### src/rtl/bc_bist.sv
// Exhaustive self-tester for the 2-bit comparator: sweeps all 16 operand vectors and checks {LB,E,RB}.
// Optional macro BC_BIST_STOP_ON_FAIL_EN ends the sweep at the first mismatching vector.
`timescale 1ns/1ps
module bc_bist #(
  parameter int SETTLE = 2
) (
  input  logic       clk,
  input  logic       rst_n,
  input  logic       start,
  output logic       a1,
  output logic       a2,
  output logic       b1,
  output logic       b2,
  input  logic       LB,
  input  logic       E,
  input  logic       RB,
  output logic       busy,
  output logic       done,
  output logic       pass,
  output logic [4:0] err_cnt,
  output logic [3:0] fail_idx,
  output logic       fail_valid
);

  typedef enum logic [1:0] {
    ST_IDLE   = 2'd0,
    ST_SETTLE = 2'd1,
    ST_CHECK  = 2'd2,
    ST_DONE   = 2'd3
  } state_t;

  // A zero settle window is promoted to one cycle; the wait counter is 4 bits wide.
  localparam int         SETTLE_EFF  = (SETTLE < 1) ? 1 : ((SETTLE > 15) ? 15 : SETTLE);
  localparam logic [3:0] WAIT_RELOAD = 4'(SETTLE_EFF - 1);
  localparam logic [4:0] ERR_MAX     = 5'd16;

  // Golden comparator: A={a1,a2}={v[0],v[1]}, B={b1,b2}={v[2],v[3]}, one-hot {LB,E,RB}.
  function automatic logic [2:0] golden_resp(input logic [3:0] v);
    logic [1:0] op_a;
    logic [1:0] op_b;
    op_a = {v[0], v[1]};
    op_b = {v[2], v[3]};
    if (op_a > op_b) begin
      golden_resp = 3'b100;
    end else if (op_a == op_b) begin
      golden_resp = 3'b010;
    end else begin
      golden_resp = 3'b001;
    end
  endfunction

  state_t     state_r,      state_s;
  logic [3:0] idx_r,        idx_s;
  logic [3:0] wait_r,       wait_s;
  logic [3:0] operand_r,    operand_s;
  logic       busy_r,       busy_s;
  logic       done_r,       done_s;
  logic       pass_r,       pass_s;
  logic [4:0] err_cnt_r,    err_cnt_s;
  logic [3:0] fail_idx_r,   fail_idx_s;
  logic       fail_valid_r, fail_valid_s;
  logic       mismatch_s;
  logic       finish_s;
  logic [4:0] err_next_s;

  assign mismatch_s = ({LB, E, RB} != golden_resp(idx_r));

  // Next-state and next-output logic for the sweep controller.
  always_comb begin
    state_s      = state_r;
    idx_s        = idx_r;
    wait_s       = wait_r;
    operand_s    = operand_r;
    busy_s       = busy_r;
    done_s       = done_r;
    pass_s       = pass_r;
    err_cnt_s    = err_cnt_r;
    fail_idx_s   = fail_idx_r;
    fail_valid_s = fail_valid_r;
    finish_s     = 1'b0;
    err_next_s   = err_cnt_r;

    case (state_r)
      ST_IDLE, ST_DONE: begin
        if (start) begin
          state_s      = ST_SETTLE;
          idx_s        = 4'd0;
          wait_s       = WAIT_RELOAD;
          operand_s    = 4'd0;
          busy_s       = 1'b1;
          done_s       = 1'b0;
          pass_s       = 1'b0;
          err_cnt_s    = 5'd0;
          fail_idx_s   = 4'd0;
          fail_valid_s = 1'b0;
        end else begin
          state_s = state_r;
        end
      end

      ST_SETTLE: begin
        if (wait_r == 4'd0) begin
          state_s = ST_CHECK;
        end else begin
          wait_s = wait_r - 4'd1;
        end
      end

      ST_CHECK: begin
        // Sixteen vectors bound the count at 16; the guard keeps it from wrapping regardless.
        if (mismatch_s && (err_cnt_r != ERR_MAX)) begin
          err_next_s = err_cnt_r + 5'd1;
        end else begin
          err_next_s = err_cnt_r;
        end
        err_cnt_s = err_next_s;

        if (mismatch_s && !fail_valid_r) begin
          fail_idx_s   = idx_r;
          fail_valid_s = 1'b1;
        end else begin
          fail_idx_s   = fail_idx_r;
          fail_valid_s = fail_valid_r;
        end

`ifdef BC_BIST_STOP_ON_FAIL_EN
        finish_s = mismatch_s || (idx_r == 4'd15);
`else
        finish_s = (idx_r == 4'd15);
`endif

        if (finish_s) begin
          state_s   = ST_DONE;
          operand_s = 4'd0;
          busy_s    = 1'b0;
          done_s    = 1'b1;
          pass_s    = (err_next_s == 5'd0);
        end else begin
          state_s   = ST_SETTLE;
          idx_s     = idx_r + 4'd1;
          operand_s = idx_r + 4'd1;
          wait_s    = WAIT_RELOAD;
        end
      end

      default: begin
        state_s      = ST_IDLE;
        idx_s        = 4'd0;
        wait_s       = 4'd0;
        operand_s    = 4'd0;
        busy_s       = 1'b0;
        done_s       = 1'b0;
        pass_s       = 1'b0;
        err_cnt_s    = 5'd0;
        fail_idx_s   = 4'd0;
        fail_valid_s = 1'b0;
      end
    endcase
  end

  // State and output registers with asynchronous clear.
  always_ff @(posedge clk or negedge rst_n) begin
    if (!rst_n) begin
      state_r      <= ST_IDLE;
      idx_r        <= 4'd0;
      wait_r       <= 4'd0;
      operand_r    <= 4'd0;
      busy_r       <= 1'b0;
      done_r       <= 1'b0;
      pass_r       <= 1'b0;
      err_cnt_r    <= 5'd0;
      fail_idx_r   <= 4'd0;
      fail_valid_r <= 1'b0;
    end else begin
      state_r      <= state_s;
      idx_r        <= idx_s;
      wait_r       <= wait_s;
      operand_r    <= operand_s;
      busy_r       <= busy_s;
      done_r       <= done_s;
      pass_r       <= pass_s;
      err_cnt_r    <= err_cnt_s;
      fail_idx_r   <= fail_idx_s;
      fail_valid_r <= fail_valid_s;
    end
  end

  assign a1         = operand_r[0];
  assign a2         = operand_r[1];
  assign b1         = operand_r[2];
  assign b2         = operand_r[3];
  assign busy       = busy_r;
  assign done       = done_r;
  assign pass       = pass_r;
  assign err_cnt    = err_cnt_r;
  assign fail_idx   = fail_idx_r;
  assign fail_valid = fail_valid_r;

endmodule

### config.mk
export PLATFORM = sky130hd
export DESIGN_NAME = bc_bist
export DESIGN_NICKNAME = d
export VERILOG_FILES = /design/src/rtl/bc_bist.sv
export SDC_FILE = /design/constraint.sdc
export NUM_CORES = 1
export LEC_CHECK = 0
export CORE_MARGIN = 4
export CORE_UTILIZATION = 30
export CTS_BUF_LIST = sky130_fd_sc_hd__clkbuf_16
export DETAILED_ROUTE_END_ITERATION = 16
export SLEW_MARGIN = 10
export SYNTH_ARGS = -nofsm -noshare
export SYNTH_HDL_FRONTEND = slang
export SYNTH_SLANG_ARGS = --single-unit
### constraint.sdc
create_clock -name clk -period 2.26 [get_ports clk]
set_clock_uncertainty 0.05 [all_clocks]
set_input_delay 0.452 -clock clk [delete_from_list [all_inputs] [get_ports clk]]
set_output_delay 0.452 -clock clk [all_outputs]
set_load 0.005 [all_outputs]
Yosys cells after proc, flatten, opt, wreduce, memory -nomap -nowiden
Index checks and enable logic that the tools add are counted.
{"block": "word_totals", "reg_bits": 27, "latch_bits": 0, "ram_bits": 0, "rom_bits": 0, "in_bits": 6, "output_inout_bits": 17, "wordCells": 72, "mem_count": 0}
{"block": "op_classes", "add_sub_neg": 3, "n_mul": 0, "n_div": 0, "magnitude_cmp": 1, "eq_ne": 13, "shift": 0, "n_mux": 31, "bitwise": 0, "n_reduce_logical": 14}
{"cell": "$mux 4", "n": 7}
{"cell": "$pmux 4 s2", "n": 3}
{"cell": "$mux 5", "n": 3}
{"cell": "$ne 2x2->1 const B", "n": 6}
{"cell": "$pmux 4 s3", "n": 1}
{"cell": "$reduce_and 3->1", "n": 4}
{"cell": "$pmux 5 s2", "n": 1}
{"cell": "$mux 2", "n": 4}
{"cell": "$pmux 1 s2", "n": 4}
{"cell": "$mux 1", "n": 6}
{"cell": "$pmux 2 s3", "n": 1}
{"cell": "$add 5x1->5 const B", "n": 1}
{"cell": "$logic_not 5->1", "n": 1}
{"cell": "$ne 5x5->1 const B", "n": 1}
{"cell": "$add 4x1->4 const B", "n": 1}
{"cell": "$eq 2x2->1 const B", "n": 2}
{"cell": "$eq 4x4->1 const B", "n": 1}
{"cell": "$logic_not 4->1", "n": 1}
{"cell": "$reduce_and 2->1", "n": 2}
{"cell": "$sub 4x1->4 const B", "n": 1}
{"cell": "$mux 3", "n": 1}
{"cell": "$ne 3x3->1", "n": 1}
{"cell": "$eq 2x1->1 const B", "n": 1}
{"cell": "$eq 2x2->1", "n": 1}
{"cell": "other kinds (6)", "n": 7}

Logic depth before layout (Yosys ltp)
Gate-level depths: netlist (run 1).
{"block": "depth", "ltp_word": 10, "ltp_mapped": 9, "depth_no_buf": 8}

Worst setup path after synthesis (run 1)
No wires, ideal clock.
{"block": "synth_timing", "path_type": "register -> register", "start": "reg idx_r[2]", "end": "reg fail_idx_r[2] (netlist: fail_idx[2])", "setup_ps": 121, "t_arrival_ps": 2157, "t_required_ps": 2089, "setup_slack_ps": -68, "stages_incl_launch_ff": 10, "n_path_buf": 1, "synth_period_minus_slack_ps": 2328, "cell_sequence": "dfrtp_1 > clkbuf_1 > inv_1 > ha_1 > and4b_1 > nor4_2 > nand3_2 > a21o_1 > a21o_1 > a22o_1"}
{"block": "synth_between", "elab_chain_len": 7, "word_cells_on_any_way": 10, "classes_between": "order compare (1); eq/ne (3); mux (4); reduce/logical (2)"}
{"element": "start, declared", "line_no": "53", "rtl": "logic [3:0] idx_r, idx_s;"}
{"element": "start signal, assigned", "line_no": "176", "rtl": "idx_r <= idx_s;"}
{"element": "$eq 2x2->1", "line_no": "45", "rtl": "end else if (op_a == op_b) begin"}
{"element": "$mux 2", "line_no": "45"}
{"element": "$mux 3", "line_no": "43", "rtl": "if (op_a > op_b) begin"}
{"element": "$ne 3x3->1", "line_no": "66", "rtl": "assign mismatch_s = ({LB, E, RB} != golden_resp(idx_r));"}
{"element": "$logic_and 1x1->1", "line_no": "118", "rtl": "if (mismatch_s && !fail_valid_r) begin"}
{"element": "$ne 2x2->1 (no source line)"}
{"element": "$reduce_and 3->1 (no source line)"}
{"element": "end signal, assigned", "line_no": "183", "rtl": "fail_idx_r <= fail_idx_s;"}
{"element": "end, declared", "line_no": "60", "rtl": "logic [3:0] fail_idx_r, fail_idx_s;"}
Parallel ways exist; a longest one is shown, timed or not. The select of a mux whose other input is x is not followed.
A chain may end at the register's enable or synchronous reset.

Final worst setup path (run 1)
{"block": "layout_timing", "start": "reg idx_r[2]", "end": "reg err_cnt_r[1] (netlist: err_cnt[1])"}
{"block": "layout_between", "elab_chain_len": 8, "word_cells_on_any_way": 9, "classes_between": "order compare (1); eq/ne (2); mux (5); reduce/logical (1)"}
{"element": "$eq 2x2->1", "line_no": "45"}
{"element": "$mux 2", "line_no": "45"}
{"element": "$mux 3 *", "line_no": "43"}
{"element": "$ne 3x3->1 *", "line_no": "66"}
{"element": "$logic_and 1x1->1 *", "line_no": "111", "rtl": "if (mismatch_s && (err_cnt_r != ERR_MAX)) begin"}
{"element": "$mux 5 *", "line_no": "111"}
{"element": "$mux 5 *", "line_no": "83", "rtl": "case (state_r)"}
{"element": "$pmux 5 s2 *", "line_no": "83"}
{"element": "end signal, assigned", "line_no": "182", "rtl": "err_cnt_r <= err_cnt_s;"}
{"element": "end, declared", "line_no": "59", "rtl": "logic [4:0] err_cnt_r, err_cnt_s;"}
Every way passes the cells marked *; elsewhere a longest branch is shown, timed or not. The select of a mux whose other input is x is not followed.

==> run summary, run 1 <==
Status - completed
R2r endpoint - err_cnt[1]
Antenna diode count - 0
Period utilisation layout - 95.5%
#FFs+latches synth - 27
H-tree depth - 1
Drt first pass iters - 4
Worst-case clock buffer depth - 2
Crit path time final - 2.16 ns
Fillcell total - 516
Crit path largest cell delay - 0.38 ns
Antenna violations before repair - 0
CTS tree - built
Area of the die - 6630 µm²
Reg2reg start - idx_r[2]
Die Ht - 81.4 µm
Clock sink count - 27
Worst-path fanout max - 5
Ratio of cells with drive above 1 in the final layout - 14.8%
Total number of vias - 1,365
Final setup vio count - 0
Initial Util - 31.3%
Multi-input gate area - 933 µm²
CP max-delay cell - dfrtp_1
Routed WL - 3650 µm
DR DRC count - 0
Most common cell after layout, fill and taps aside - dfrtp_1
Overflow after GRT - 0
HPWL Detailed - 2610 µm
Relative slew slack - 62.2%
Antenna Violating Nets Remaining - 0
CTS Buf Count - 3
Register Area - 676 µm²
First-pass GRT wire length - 6200 µm
Fmax - 0.463 GHz
Setup Total Neg Slack - 0 ns
Leakage - 0.940 nW
Routed wire per std cell - 13.0 µm
Worst Hold End - operand_r[0]
Measured slew at the worst slew-check pin - 0.563 ns
Syn Std Cell Area - 1620 µm²
First DRT Iteration DRCs - 59
Die Span X - 81.4 µm
PortBufs - 22
Vias in the first global route - 1,355
Fin util - 41.7%
Max-cap check violation count - 0
Largest net degree at the start of global routing - 28
GRT Overall Usage - 11.9%
Area growth from synthesis to layout - 33.5%
Cell count of the worst hold path - 2
Mapped Cells - 178
Max-slew violation count - 0
CP Capture Type - flop
Top delay family on crit path - simple AND/OR/NAND/NOR gates
Avg Cell Area, Syn - 9.08 µm²
Register area share after synthesis - 41.8%
Crit path top cell by count - buf_4
Core Rows - 26
Vias per cell - 4.88
Final hold viol count - 0
PD cells - 965 nW/µm²
Register-to-register setup slack - 0.10 ns
Crit start category - flop
Worst setup path startpoint - idx_r[2]
Nets - 227
Ys Warns - 0
Core area - 5170 µm²
Clock latency on the worst-skew pair - 0.26 ns
Crit Path Category - flop to flop
Syn Nets - 194
GP Congestion - 0.747
CP Cell Sequence - inv_1 > ha_4 > and4b_1 > nor4_4 > nand3_4 > buf_4 > a21oi_4 > buf_4 > mux2i_1 > a22o_1
CTS root buffer - clkbuf_16
Worst reg-to-reg path cell count - 10
Required time worst endpoint - 2.41 ns
HP Class - flop to flop
WP buf/inv - 3
CTS clk-pin slew, worst paths - 0.07 ns
I/O pins - 23
Crit path DAT - 2.30 ns
Hold Startpoint - operand_r[0]
Synth unique cells - 35
Commonest cells after routing, fill and taps aside - 27 x dfrtp_1, 20 x clkdlybuf4s50_1, 18 x nand2_1
Worst IR drop on VDD - 348 µV
## where the power goes
| group | internal, W | switching (W) | total (W) |
|---|---|---|---|
| Sequential | 0.000568 | 0.0000816 | 0.000649 |
| Combinational | 0.000461 | 0.000562 | 0.00102 |
| Clock | 0.000241 | 0.000171 | 0.000411 |
## synth_stat cells
| library cell | number | area (µm²) |
|---|---|---|
| dfrtp_1 | 27 | 676 |
| nand2_1 | 18 | 67.6 |
| a21oi_1 | 14 | 70.1 |
| o21ai_1 | 12 | 60.1 |
| inv_1 | 11 | 41.3 |
| nor2_1 | 11 | 41.3 |
| ha_1 | 10 | 125 |
| clkbuf_1 | 8 | 30.0 |
| a22o_1 | 7 | 61.3 |
| mux2i_1 | 7 | 70.1 |
| nand3_1 | 7 | 35.0 |
| o21ai_0 | 7 | 35.0 |
| nor3_1 | 5 | 25.0 |
| a21o_1 | 3 | 22.5 |
| nand2b_1 | 3 | 18.8 |
| or4_1 | 3 | 22.5 |
| xnor2_1 | 3 | 26.3 |
| and2_1 | 2 | 12.5 |
| nor4bb_1 | 2 | 20.0 |
| o22ai_1 | 2 | 12.5 |
| xor2_1 | 2 | 17.5 |
| a21boi_1 | 1 | 7.51 |
| a21oi_4 | 1 | 16.3 |
| a31oi_1 | 1 | 6.26 |
| a32o_1 | 1 | 10.0 |
| and3_1 | 1 | 6.26 |
| and4b_1 | 1 | 10.0 |
| buf_2 | 1 | 5.00 |
| nand3_2 | 1 | 10.0 |
| nor2b_1 | 1 | 6.26 |
| nor4_1 | 1 | 6.26 |
| nor4_2 | 1 | 12.5 |
| o31ai_1 | 1 | 7.51 |
| o41ai_2 | 1 | 16.3 |
| or3_1 | 1 | 6.26 |
## layer usage
| metal | global-route usage [%] | up-vias | wire length (µm) |
|---|---|---|---|
| met1 | 16.4 | 650 | 1810 |
| met2 | 19.0 | 21 | 1700 |
| met3 | 2.00 | 2 | 117 |
| met4 | 3.55 | 0 | 25 |
| li1 | - | 692 | - |
| met5 | 0 | - | 0 |
## worst max-delay path by stage
stage                        to  slack, ns  cells past startpoint
floorplan           fail_idx[0]       0.03                      9
global placement     err_cnt[0]      -0.18                      9
detailed placement   err_cnt[1]      -0.25                      9
CTS                  err_cnt[1]       0.02                      9
global route         err_cnt[1]     -0.003                     10
finish               err_cnt[1]       0.10                     10
## worst min-delay path: stages, from the launching register on
cell,delay (ns)
dfrtp_1,0.35
nand2_1,0.04
o21ai_0,0.06
## cell families after synthesis
group	after synthesis	share of synthesized area, %
and+or+nand+nor	58	18.6
AOI/OAI and AO/OA	51	20.1
DFF	27	41.8
buffers and inverters	20	4.72
adders and majority gates	10	7.74
muxes	7	4.33
xor gates and xnor gates	5	2.71
## repair_timing
action | CTS | global route
hold buffers | 0 | 0
pin swaps | 0 | 3
endpoints found under the setup margin | 1 | 10
setup buffers | 0 | 1
resized for setup | 1 | 11
## registers in the layout (all words and copies together) (netlist names)
register    cells
err_cnt         5
fail_idx        4
idx_r           4
operand_r       4
wait_r          4
state_r         2
busy            1
done            1
fail_valid      1
pass            1
## through the flow
| stage | setup slack, ns | std cells | area [µm²] | hold WS [ns] | power (W) |
|---|---|---|---|---|---|
| after floorplan | 0.0297 | 178 | 1620 | 0.106 | 0.00129 |
| after global placement | -0.184 | 275 | 1990 | 0.423 | 0.00162 |
| after detailed placement | -0.245 | 275 | 1990 | 0.422 | 0.00163 |
| after CTS | 0.0162 | 279 | 2090 | 0.440 | 0.00206 |
| after global routing | -0.00324 | 280 | 2160 | 0.487 | 0.00225 |
| final | 0.102 | 280 | 2160 | 0.435 | 0.00208 |
## layout make-up
class / count / area share (%)
Multi-Input combinational cell: 131 / 43.2
Sequential cell: 27 / 31.3
Timing Repair Buffer: 37 / 15.7
Tap cell: 70 / 4.06
Clock buffer: 3 / 3.48
Inverter: 11 / 1.91
Clock inverter: 1 / 0.348
Note: power is estimated with default switching activity, not from simulation.
==> inputs of run 2 (changes only) <==
--- a/config.mk
+++ b/config.mk
@@ -9,6 +9,7 @@
 export CORE_UTILIZATION = 30
 export CTS_BUF_LIST = sky130_fd_sc_hd__clkbuf_16
 export DETAILED_ROUTE_END_ITERATION = 16
+export PLACE_DENSITY_LB_ADDON = 0.3
 export SLEW_MARGIN = 10
 export SYNTH_ARGS = -nofsm -noshare
 export SYNTH_HDL_FRONTEND = slang
==> constraint.sdc (replaced) <==
create_clock -name clk -period 2.26 [get_ports clk]
set_clock_uncertainty 0.05 [all_clocks]
set_input_delay 0.452 -clock clk [delete_from_list [all_inputs] [get_ports clk]]
set_output_delay 0.452 -clock clk [all_outputs]
set_load 0.01 [all_outputs]
==> run summary, run 2 (synthesis gave the netlist of run 1 again) <==
Nets - 224 (was 227)
Routed wire per std cell - 12.9 µm (was 13.0 µm)
Measured slew at the worst slew-check pin - 0.493 ns (was 0.563 ns)
Final Non-Filler Cells - 277 (was 280)
Placed Area - 1980 µm² (was 1990 µm²)
Fmax - 0.462 GHz (was 0.463 GHz)
Fin util - 40.9% (was 41.7%)
Crit path top cell by count - a21o_1 (was buf_4)
Overflow after GRT - 0 (unchanged)
Largest net degree at the start of global routing - 28 (unchanged)
Die Ht - 81.4 µm (unchanged)
Period utilisation layout - 95.9% (was 95.5%)
PD cells - 973 nW/µm² (was 965 nW/µm²)
Crit path largest cell delay - 0.49 ns (was 0.38 ns)
PortBufs - 22 (unchanged)
Max FFs per register - 5 (unchanged)
Setup Total Neg Slack - 0 ns (unchanged)
Required time worst endpoint - 2.37 ns (was 2.41 ns)
Final setup vio count - 0 (unchanged)
CP Capture Type - flop (unchanged)
CTS root buffer - clkbuf_16 (unchanged)
HPWL Detailed - 2630 µm (was 2610 µm)
Leakage - 0.910 nW (was 0.940 nW)
I/O pins - 23 (unchanged)
Max-slew violation count - 0 (unchanged)
Postcts setup bufs - 0 (unchanged)
Total number of vias - 1,325 (was 1,365)
Crit Path Category - primary input to flop (was flop to flop)
PnR Total Power - 0.00206 W (was 0.00208 W)
Core area - 5170 µm² (unchanged)
CTS tree - built (unchanged)
Top delay family on crit path - compound AO/OA/AOI/OAI gates (was simple AND/OR/NAND/NOR gates)
Clock sink count - 27 (unchanged)
Relative slew slack - 66.7% (was 62.2%)
Antenna violations before repair - 0 (unchanged)
Vias per cell - 4.78 (was 4.88)
Drt first pass iters - 4 (unchanged)
CP Cell Sequence - clkdlybuf4s50_1 > nor4bb_1 > nor4_4 > nand3_4 > a21o_1 > a21o_1 > a22o_1 (was inv_1 > ha_4 > and4b_1 > nor4_4 > nand3_4 > buf_4 > a21oi_4 > buf_4 > mux2i_1 > a22o_1)
Crit path time final - 2.17 ns (was 2.16 ns)
CP max-delay cell - clkdlybuf4s50_1 (was dfrtp_1)
Worst-path fanout max - 6 (was 5)
Worst-case clock buffer depth - 2 (unchanged)
Antenna Violating Nets Remaining - 0 (unchanged)
Post_cts resized - 0 (was 1)
First DRT Iteration DRCs - 44 (was 59)
Vias in the first global route - 1,297 (was 1,355)
Most common cell after layout, fill and taps aside - dfrtp_1 (unchanged)
Area growth from synthesis to layout - 30.8% (was 33.5%)
CTS clk-pin slew, worst paths - 0.07 ns (about the same)
Placed Cells - 273 (was 275)
Max-cap check violation count - 0 (unchanged)
Clock latency on the worst-skew pair - 0.26 ns (about the same)
RSZ-0062 raised after global routing - yes
Commonest cells after routing, fill and taps aside - 27 x dfrtp_1, 22 x clkdlybuf4s50_1, 18 x nand2_1 (was 27 x dfrtp_1, 20 x clkdlybuf4s50_1, 18 x nand2_1)
H-tree depth - 1 (unchanged)
Crit path DAT - 2.27 ns (was 2.30 ns)
DR DRC count - 0 (unchanged)
Area of the die - 6630 µm² (unchanged)
WP buf/inv - 1 (was 3)
Status - completed (unchanged)
Ratio of cells with drive above 1 in the final layout - 11.6% (was 14.8%)
Worst IR drop on VDD - 701 µV (was 348 µV)
Crit start category - primary input (was flop)
Core Rows - 26 (unchanged)
Routed WL - 3580 µm (was 3650 µm)
CTS Hold Buffers Added - 0 (unchanged)
First-pass GRT wire length - 6210 µm (was 6200 µm)
Initial Util - 31.3% (unchanged)
HP Class - flop to flop (unchanged)
CTS Buf Count - 3 (unchanged)
Final hold viol count - 0 (unchanged)
Die Span X - 81.4 µm (unchanged)
Antenna diode count - 0 (unchanged)
GP Congestion - 0.775 (was 0.747)
GRT Overall Usage - 11.9% (about the same)
Design area - 2110 µm² (was 2160 µm²)
-- run 2: cell count changes in the layout (fill, tap and decap cells not counted), sizes merged --
cell / previous run / this run
buf: 15 / 12
clkdlybuf4s50: 20 / 22
dlymetal6s2s: 2 / 0
-- run 2: path summary, 6_finish.rpt --
check	startpoint	slack, ns	end	depth (start not counted)
max	LB	0.09	fail_idx[2]	7
max reg2reg	idx_r[1]	0.15	pass	7
min	operand_r[0]	0.44	operand_r[0]	2
min reg2reg	operand_r[0]	0.44	operand_r[0]	2
max in group asynchronous	rst_n	1.37	operand_r[0]	2
min in group asynchronous	rst_n	0.51	pass	2
-- run 2: area by class of cell --
type / instances / area, µm²
repair buffers: 34 / 310
clock buffers: 3 / 75.1
flip-flops and latches: 27 / 676
fillers: 506 / 3060
inverters: 11 / 41.3
clock inverters: 1 / 7.51
well taps: 70 / 87.6
multi-input cells: 131 / 917
-- run 2: report_power, final --
group          switching (W)  leakage (nW)  internal [W]  total, W
Clock               0.000172        0.0371      0.000241  0.000413
Combinational       0.000573         0.511      0.000425  0.000998
Sequential         0.0000791         0.363      0.000568  0.000647
-- run 2: metrics by stage --
stage	hold slack, ns	setup slack, ns
global route	0.457	-0.0159
detailed placement	0.427	-0.260
global placement	0.423	-0.216
CTS	0.443	0.00211
floorplan	0.106	0.0297
finish	0.435	0.0933
-- run 2: tightest hold or removal path: stages (launching register included) --
cell	delay [ns]
dfrtp_1	0.35
nand2_1	0.05
o21ai_0	0.06
-- run 2: metal layers --
layer | vias to the layer above | routed length (µm) | share of wire, % | track usage [%]
li1 | 693 | - | - | -
met1 | 612 | 1780 | 50 | 16.2
met4 | 0 | 15 | 0.42 | 2.03
met3 | 2 | 123 | 3.4 | 2.66
met5 | - | 0 | 0 | 0
met2 | 18 | 1670 | 46 | 19.6
